<file path="src/rtl/dmem_dma_pkg.sv">
// Shared types and constants for the data-memory word-copy DMA engine.
package dma_pkg;

  typedef enum logic [2:0] {
    StIdle,
    StReq,
    StRead,
    StWrite,
    StDone
  } dma_state_t;

  localparam logic [31:0] SWITCH_ADDR = 32'hC000_0000;
  localparam logic [31:0] LED_ADDR    = 32'hC000_0004;
  localparam int unsigned WORD_BYTES  = 4;

endpackage

</file>
<file path="src/rtl/dmem_dma_if.sv">
// Single-cycle data-memory bus shared by the CPU and the DMA initiator.
interface dmem_dma_if;
  logic        bus_req;
  logic        bus_gnt;
  logic [31:0] mem_a;
  logic [31:0] mem_wd;
  logic        mem_we;
  logic [31:0] mem_rd;

  modport master (
    output bus_req, mem_a, mem_wd, mem_we,
    input  bus_gnt, mem_rd
  );

  modport slave (
    input  bus_req, mem_a, mem_wd, mem_we,
    output bus_gnt, mem_rd
  );
endinterface

</file>
<file path="src/rtl/dmem_dma_addr_gen.sv">
// Word-index counter with source/destination address and last-word generation.
module dma_addr_gen
  import dma_pkg::*;
#(
  parameter int unsigned LEN_W = 8
) (
  input  logic             clk,
  input  logic             reset,
  input  logic             clr,
  input  logic             inc,
  input  logic [31:0]      src,
  input  logic [31:0]      dst,
  input  logic [LEN_W-1:0] len,
  output logic [31:0]      src_addr,
  output logic [31:0]      dst_addr,
  output logic             last
);

  logic [LEN_W-1:0] idx_q;
  logic [31:0]      offset;

  always_ff @(posedge clk or negedge reset) begin
    if (!reset) begin
      idx_q <= '0;
    end else if (clr) begin
      idx_q <= '0;
    end else if (inc) begin
      idx_q <= idx_q + LEN_W'(1);
    end
  end

  // Modulo-2^32 arithmetic; wrap-around is intentionally not detected.
  assign offset   = 32'(idx_q) * 32'(WORD_BYTES);
  assign src_addr = src + offset;
  assign dst_addr = dst + offset;
  assign last     = (idx_q == len - LEN_W'(1));

endmodule

</file>
<file path="src/rtl/dmem_dma.sv">
// Word-copy DMA engine: arbitrates for the data-memory bus and copies len words src -> dst.
module dmem_dma
  import dma_pkg::*;
#(
  parameter int unsigned LEN_W = 8
) (
  input  logic             clk,
  input  logic             reset,
  input  logic             start,
  input  logic [31:0]      src,
  input  logic [31:0]      dst,
  input  logic [LEN_W-1:0] len,
  output logic             busy,
  output logic             done,
  output logic             err,
  dmem_dma_if.master       bus
);

  dma_state_t       state_q;
  logic [31:0]      src_q, dst_q, data_q;
  logic [LEN_W-1:0] len_q;
  logic             busy_q, done_q, err_q, req_q;
  logic [31:0]      src_addr, dst_addr;
  logic             last, misaligned;

  assign misaligned = (|src[1:0]) | (|dst[1:0]);

  dma_addr_gen #(
    .LEN_W (LEN_W)
  ) u_addr_gen (
    .clk      (clk),
    .reset    (reset),
    .clr      (state_q == StIdle),
    .inc      ((state_q == StWrite) && bus.bus_gnt),
    .src      (src_q),
    .dst      (dst_q),
    .len      (len_q),
    .src_addr (src_addr),
    .dst_addr (dst_addr),
    .last     (last)
  );

  always_ff @(posedge clk or negedge reset) begin
    if (!reset) begin
      state_q <= StIdle;
      src_q   <= '0;
      dst_q   <= '0;
      len_q   <= '0;
      data_q  <= '0;
      busy_q  <= 1'b0;
      done_q  <= 1'b0;
      err_q   <= 1'b0;
      req_q   <= 1'b0;
    end else begin
      done_q <= 1'b0;
      err_q  <= 1'b0;
      unique case (state_q)
        StIdle: begin
          if (start) begin
            src_q  <= src;
            dst_q  <= dst;
            len_q  <= len;
            busy_q <= 1'b1;
            if (misaligned) begin
              state_q <= StDone;
              done_q  <= 1'b1;
              err_q   <= 1'b1;
            end else if (len == '0) begin
              state_q <= StDone;
              done_q  <= 1'b1;
            end else begin
              state_q <= StReq;
              req_q   <= 1'b1;
            end
          end
        end
        StReq: begin
          if (bus.bus_gnt) state_q <= StRead;
        end
        StRead: begin
          if (bus.bus_gnt) begin
            data_q  <= bus.mem_rd;
            state_q <= StWrite;
          end
        end
        StWrite: begin
          if (bus.bus_gnt) begin
            if (last) begin
              state_q <= StDone;
              done_q  <= 1'b1;
              req_q   <= 1'b0;
            end else begin
              state_q <= StRead;
            end
          end
        end
        StDone: begin
          state_q <= StIdle;
          busy_q  <= 1'b0;
        end
        default: state_q <= StIdle;
      endcase
    end
  end

  // Write strobe follows the live grant so a dropped grant suppresses the write at once.
  always_comb begin
    bus.mem_a  = '0;
    bus.mem_wd = '0;
    bus.mem_we = 1'b0;
    if (state_q == StRead) begin
      bus.mem_a = src_addr;
    end else if (state_q == StWrite) begin
      bus.mem_a  = dst_addr;
      bus.mem_wd = data_q;
      bus.mem_we = bus.bus_gnt;
    end
  end

  assign bus.bus_req = req_q;
  assign busy        = busy_q;
  assign done        = done_q;
  assign err         = err_q;

endmodule
</file>
<file path="src/flat_wrapper.sv">
// flat-port wrapper written by rule: the top's interface ports become plain ports
module dmem_dma_flat import dma_pkg::*;
#(
  parameter int unsigned LEN_W = 8
)
  (clk, reset, start, src, dst, len, busy, done, err, bus_bus_req, bus_mem_a, bus_mem_wd, bus_mem_we, bus_bus_gnt, bus_mem_rd);
  dmem_dma_if bus_i ();
  input  logic clk;
  input  logic reset;
  input  logic start;
  input  logic [31:0] src;
  input  logic [31:0] dst;
  input  logic [LEN_W-1:0] len;
  output logic busy;
  output logic done;
  output logic err;
  output wire logic [$bits(bus_i.bus_req)-1:0] bus_bus_req;
  output wire logic [$bits(bus_i.mem_a)-1:0] bus_mem_a;
  output wire logic [$bits(bus_i.mem_wd)-1:0] bus_mem_wd;
  output wire logic [$bits(bus_i.mem_we)-1:0] bus_mem_we;
  input wire logic [$bits(bus_i.bus_gnt)-1:0] bus_bus_gnt;
  input wire logic [$bits(bus_i.mem_rd)-1:0] bus_mem_rd;
  assign bus_bus_req = bus_i.bus_req;
  assign bus_mem_a = bus_i.mem_a;
  assign bus_mem_wd = bus_i.mem_wd;
  assign bus_mem_we = bus_i.mem_we;
  assign bus_i.bus_gnt = bus_bus_gnt;
  assign bus_i.mem_rd = bus_mem_rd;
  dmem_dma #(.LEN_W(LEN_W)) u_core (.clk(clk), .reset(reset), .start(start), .src(src), .dst(dst), .len(len), .busy(busy), .done(done), .err(err), .bus(bus_i));
endmodule
</file>
<file path="config.mk">
export PLATFORM = sky130hd
export DESIGN_NAME = dmem_dma_flat
export DESIGN_NICKNAME = d
export VERILOG_FILES = /design/src/rtl/dmem_dma_pkg.sv /design/src/rtl/dmem_dma_if.sv /design/src/rtl/dmem_dma_addr_gen.sv /design/src/rtl/dmem_dma.sv /design/src/flat_wrapper.sv
export SDC_FILE = /design/constraint.sdc
export NUM_CORES = 1
export LEC_CHECK = 0
export ABC_AREA = 0
export BUFFER_PORTS_ARGS = -buffer_cell sky130_fd_sc_hd__buf_2
export CAP_MARGIN = 40
export CORE_MARGIN = 3
export CORE_UTILIZATION = 48
export DETAILED_ROUTE_END_ITERATION = 6
export HOLD_SLACK_MARGIN = 0.03
export PLACE_DENSITY = 0.77
export SYNTH_ARGS = -nofsm -noshare
export SYNTH_HDL_FRONTEND = slang
export SYNTH_SLANG_ARGS = --single-unit
</file>
<file path="constraint.sdc">
create_clock -name clk -period 3.21 [get_ports clk]
set_clock_uncertainty 0.05 [all_clocks]
set_input_delay 0.963 -clock clk [delete_from_list [all_inputs] [get_ports clk]]
set_output_delay 0.963 -clock clk [all_outputs]
set_load 0.01 [all_outputs]
</file>
==> flow_summary_export.csv <==
group,metric,value,unit
global_routing,antenna_found_initial,2,
synthesis,ys_top_cells_by_area,"dfrtp_1 44%, nand2_1 14%, xor2_1 5.7%",
hold_path,min_to,"u_core.src_q[1]",
timing,rsz0062_at_grt,"yes",
power,p_sw,0.003094,W
synthesis,syn_nets,886,
finish,syn_to_final_growth,37.15,%
synthesis,synthCells,758,
drt,num_vias,6275,
synthesis,yosys_warnings,0,
synthesis,avgSynthCellArea,8.892,sq um
power,power_frac_comb,40.6,%
power,total_power,0.008024,W
global_routing,grt_max_degree,72,
power,power_frac_seq,35.5,%
setup_path,worst_setup_path_start_kind,"flip-flop",
clock_tree,clk_latency,0.42,ns
finish,regArea,2983,sq um
clock_tree,clock-sinks,119,
timing,fmax,266.5,MHz
power,swShare,38.55,%
drt,drc,0,
run,cap_viol_max_count,0,
clock_tree,clockBufferDepth,2,
power,power_density,868.0,nW/um^2
setup_path,crit_arrival,2.74,ns
drt,routed_via_density,5.391,
timing,tightestPinTransition,0.6346,ns
synthesis,ys_seq_elements,119,
timing,fin_crit_sh,116.9,%
synthesis,yosysSeqAreaShare,44.18,%
setup_path,cp.buffers_inverters,1,
finish,fin_nets,1102,
setup_path,reg2reg_slack,0.89,ns
hold_path,whs_path_depth,2,
floorplanning,fp.dieArea,15500,sq um
setup_path,r2r-end,"u_core.data_q[25]",
clock_tree,cts_root_buf,"clkbuf_16",
setup_path,cp-end-kind,"output port",
synthesis,syn-cell-area,6740,sq um
floorplanning,initial_core_util,49.91,%
setup_path,cp_cell_sequence,"ha_4, fa_2, a211oi_2, nor2_1, o41a_1, and2_4, nand2_1, xor2_2, o22ai_2, buf_2",
setup_path,rr_startpoint,"u_core.state_q[1]",
floorplanning,ios,177,
floorplanning,row_count,42,
drt,ant_nets,0,
global_routing,grt_pass1_wl,31050,um
finish,fillers,1016,
timing,setup_viol,26,
power,leakage,4.651,nW
synthesis,synth_edf_count,0,
setup_path,cp_top_family,"compound AO/OA/AOI/OAI gates",
setup_path,max_stage_delay,0.43,ns
synthesis,synthArstFlopShare,100.0,%
synthesis,yosys.area.top_type_share,44.18,%
drt,drt-wirelength-per-cell,16.78,um
place,dpl.hpwl,13300,um
power,p_int,0.004931,W
place,gp_congestion,0.9092,
timing,worst_slack,-0.5420,ns
setup_path,cp.required,2.20,ns
synthesis,synth_top_area_cell,"dfrtp_1",
global_routing,grt_usage,24.51,%
power,clockPowerShare,24.0,%
global_routing,grt_pass1_vias,6336,
clock_tree,htree_levels,4,
timing,min_period,3.752,ns
synthesis,ys_types,59,
power,irDropWorstVdd,502.7,uV
setup_path,crit_path_max_fanout,4,
place,dpl.cell_count,1119,
drt,firstDrtPassIters,5,
outcome,violations,"negative setup slack",
drt,drtIter0Drc,398,
setup_path,slowest_stage,"dfrtp_2",
floorplanning,core_area,13510,sq um
hold_path,hp-class,"reg2reg",
timing,final_hold_viol_count,0,
floorplanning,die-height,124.5,um
clock_tree,cts_inserted_buffers,17,
finish,drive_gt1_share,37.63,%
finish,fin_cells,1164,
timing,slew_viol_final,0,
setup_path,path_class,"reg2out",
finish,multiInputGateArea,4004,sq um
hold_path,min_from,"u_core.src_q[1]",
floorplanning,die_w,124.5,um
outcome,status,"complete, but fails checks",
clock_tree,cts_tree,"yes",
clock_tree,hold_buffers,0,
place,port_buffers,176,
clock_tree,clk_pin_slew,0.05,ns
setup_path,ff2ff_path_depth,6,
synthesis,synthFlopType,"dfrtp_1",
drt,routed_wl,19540,um
global_routing,gr-total-overflow,0,
timing,relSlewSlack,57.69,%
-- cell families (layout without fill, tap and decap cells) --
group	after synthesis	after routing	share of synthesized area, %
AOI/OAI and AO/OA	86	86	8.094
xor gates and xnor gates	71	71	9.337
adders and majority gates	20	20	3.935
buffers and inverters	42	270	2.636
DFF	119	119	44.18
muxes	33	33	5.495
other	0	2	0
and+or+nand+nor	387	387	26.32
-- cell type report --
| cell class | count | share of cell area (%) |
|---|---|---|
| clock inverters | 9 | 1.354 |
| inverters | 7 | 0.2842 |
| diodes | 2 | 0.05414 |
| repair buffers | 232 | 15.32 |
| well taps | 176 | 2.382 |
| clock buffers | 22 | 5.022 |
| flip-flops and latches | 119 | 32.27 |
| multi-input cells | 597 | 43.31 |
-- registers in the layout, indices dropped and copies added (netlist names) --
signal and flops:
u_core.busy 1, u_core.dst_q 32, u_core.state_q 3, u_core.len_q 8, u_core.data_q 32, u_core.src_q 32, u_core.u_addr_gen.idx_q 8, u_core.done 1
u_core.bus.bus_req 1, u_core.err 1
-- worst max-delay path by stage --
stage	to	slack, ns	from	cells after the start
global placement	bus_mem_a[30]	-0.12	u_core.u_addr_gen.idx_q[0]	10
floorplan	bus_mem_a[24]	0.002	u_core.u_addr_gen.idx_q[0]	9
global route	bus_mem_a[30]	-0.67	u_core.u_addr_gen.idx_q[0]	12
detailed placement	bus_mem_a[26]	-0.16	u_core.u_addr_gen.idx_q[0]	10
CTS	bus_mem_a[30]	-0.54	u_core.u_addr_gen.idx_q[0]	10
finish	bus_mem_a[24]	-0.54	u_core.u_addr_gen.idx_q[0]	10
-- per-layer routing --
layer / routed length, um / up-vias / track usage, % / part of all wire [%]
met5: 0 / - / 0 / 0
met4: 434 / 0 / 9.413 / 2.2
met3: 1034 / 33 / 5.875 / 5.3
met2: 10070 / 188 / 41.86 / 52
met1: 7991 / 3050 / 30.01 / 41
li1: - / 3004 / - / -
-- synthesized netlist by cell type, types with 4 or more instances --
cell type,n
a21o_1,5
a21oi_1,18
a22o_1,4
and2_1,5
and3_1,42
buf_2,7
clkbuf_1,25
dfrtp_1,119
ha_1,18
inv_1,6
mux2_2,29
nand2_1,243
nand2b_1,4
nand3_1,17
nand4_1,10
nor2_1,29
nor3_1,4
nor4_1,4
o21ai_0,14
o22ai_1,29
xnor2_1,26
xor2_1,44
-- power by group through the flow --
stage               logic (W)  clock network, W  registers [W]
floorplan             0.00212                 0        0.00265
global placement      0.00299                 0        0.00277
detailed placement    0.00306                 0        0.00280
CTS                   0.00317           0.00194        0.00281
global route          0.00359           0.00201        0.00292
finish                0.00326           0.00192        0.00284
-- worst register-to-register path, stage by stage, from the launching register on --
cell     delay (ns)
dfrtp_1        0.45
nor2b_2        0.25
buf_6          0.25
and2b_1        0.28
and2_1         0.15
buf_4          0.36
mux2_2         0.41
-- cell usage in the layout, fill, tap and decap left out, types with 11 or more instances in the layout --
| cell | n |
|---|---|
| nand2_1 | 239 |
| buf_2 | 175 |
| dfrtp_1 | 115 |
| buf_4 | 44 |
| and3_1 | 42 |
| xor2_1 | 41 |
| mux2_2 | 29 |
| xnor2_1 | 22 |
| nor2_1 | 21 |
| o22ai_1 | 20 |
| clkbuf_16 | 17 |
| nand3_1 | 16 |
| o21ai_0 | 12 |
| a21oi_1 | 11 |
-- stage by stage --
stage	instance area, sq um	hold WS [ns]	setup WS (ns)	util [%]	setup TNS [ns]
6_report	9244	0.4313	-0.5420	68.45	-10.76
5_1_grt	9241	0.4445	-0.6672	68.43	-13.94
4_1_cts	9026	0.4310	-0.5396	66.83	-9.517
3_5_place_dp	8143	0.4173	-0.1636	60.29	-1.145
3_3_place_gp	8143	0.4099	-0.1161	60.29	-0.6797
2_1_floorplan	6804	0.3961	0.001968	-	0
-- what timing repair did --
| action | CTS | global route |
|---|---|---|
| resized for setup | 46 | 34 |
| endpoints found under the setup margin | 26 | 28 |
| cloned | 1 | 0 |
| buffers inserted | 6 | 7 |
| pin swaps | 14 | 23 |
| hold endpoints to repair | 0 | 0 |
Note: power is estimated with default switching activity, not from simulation.
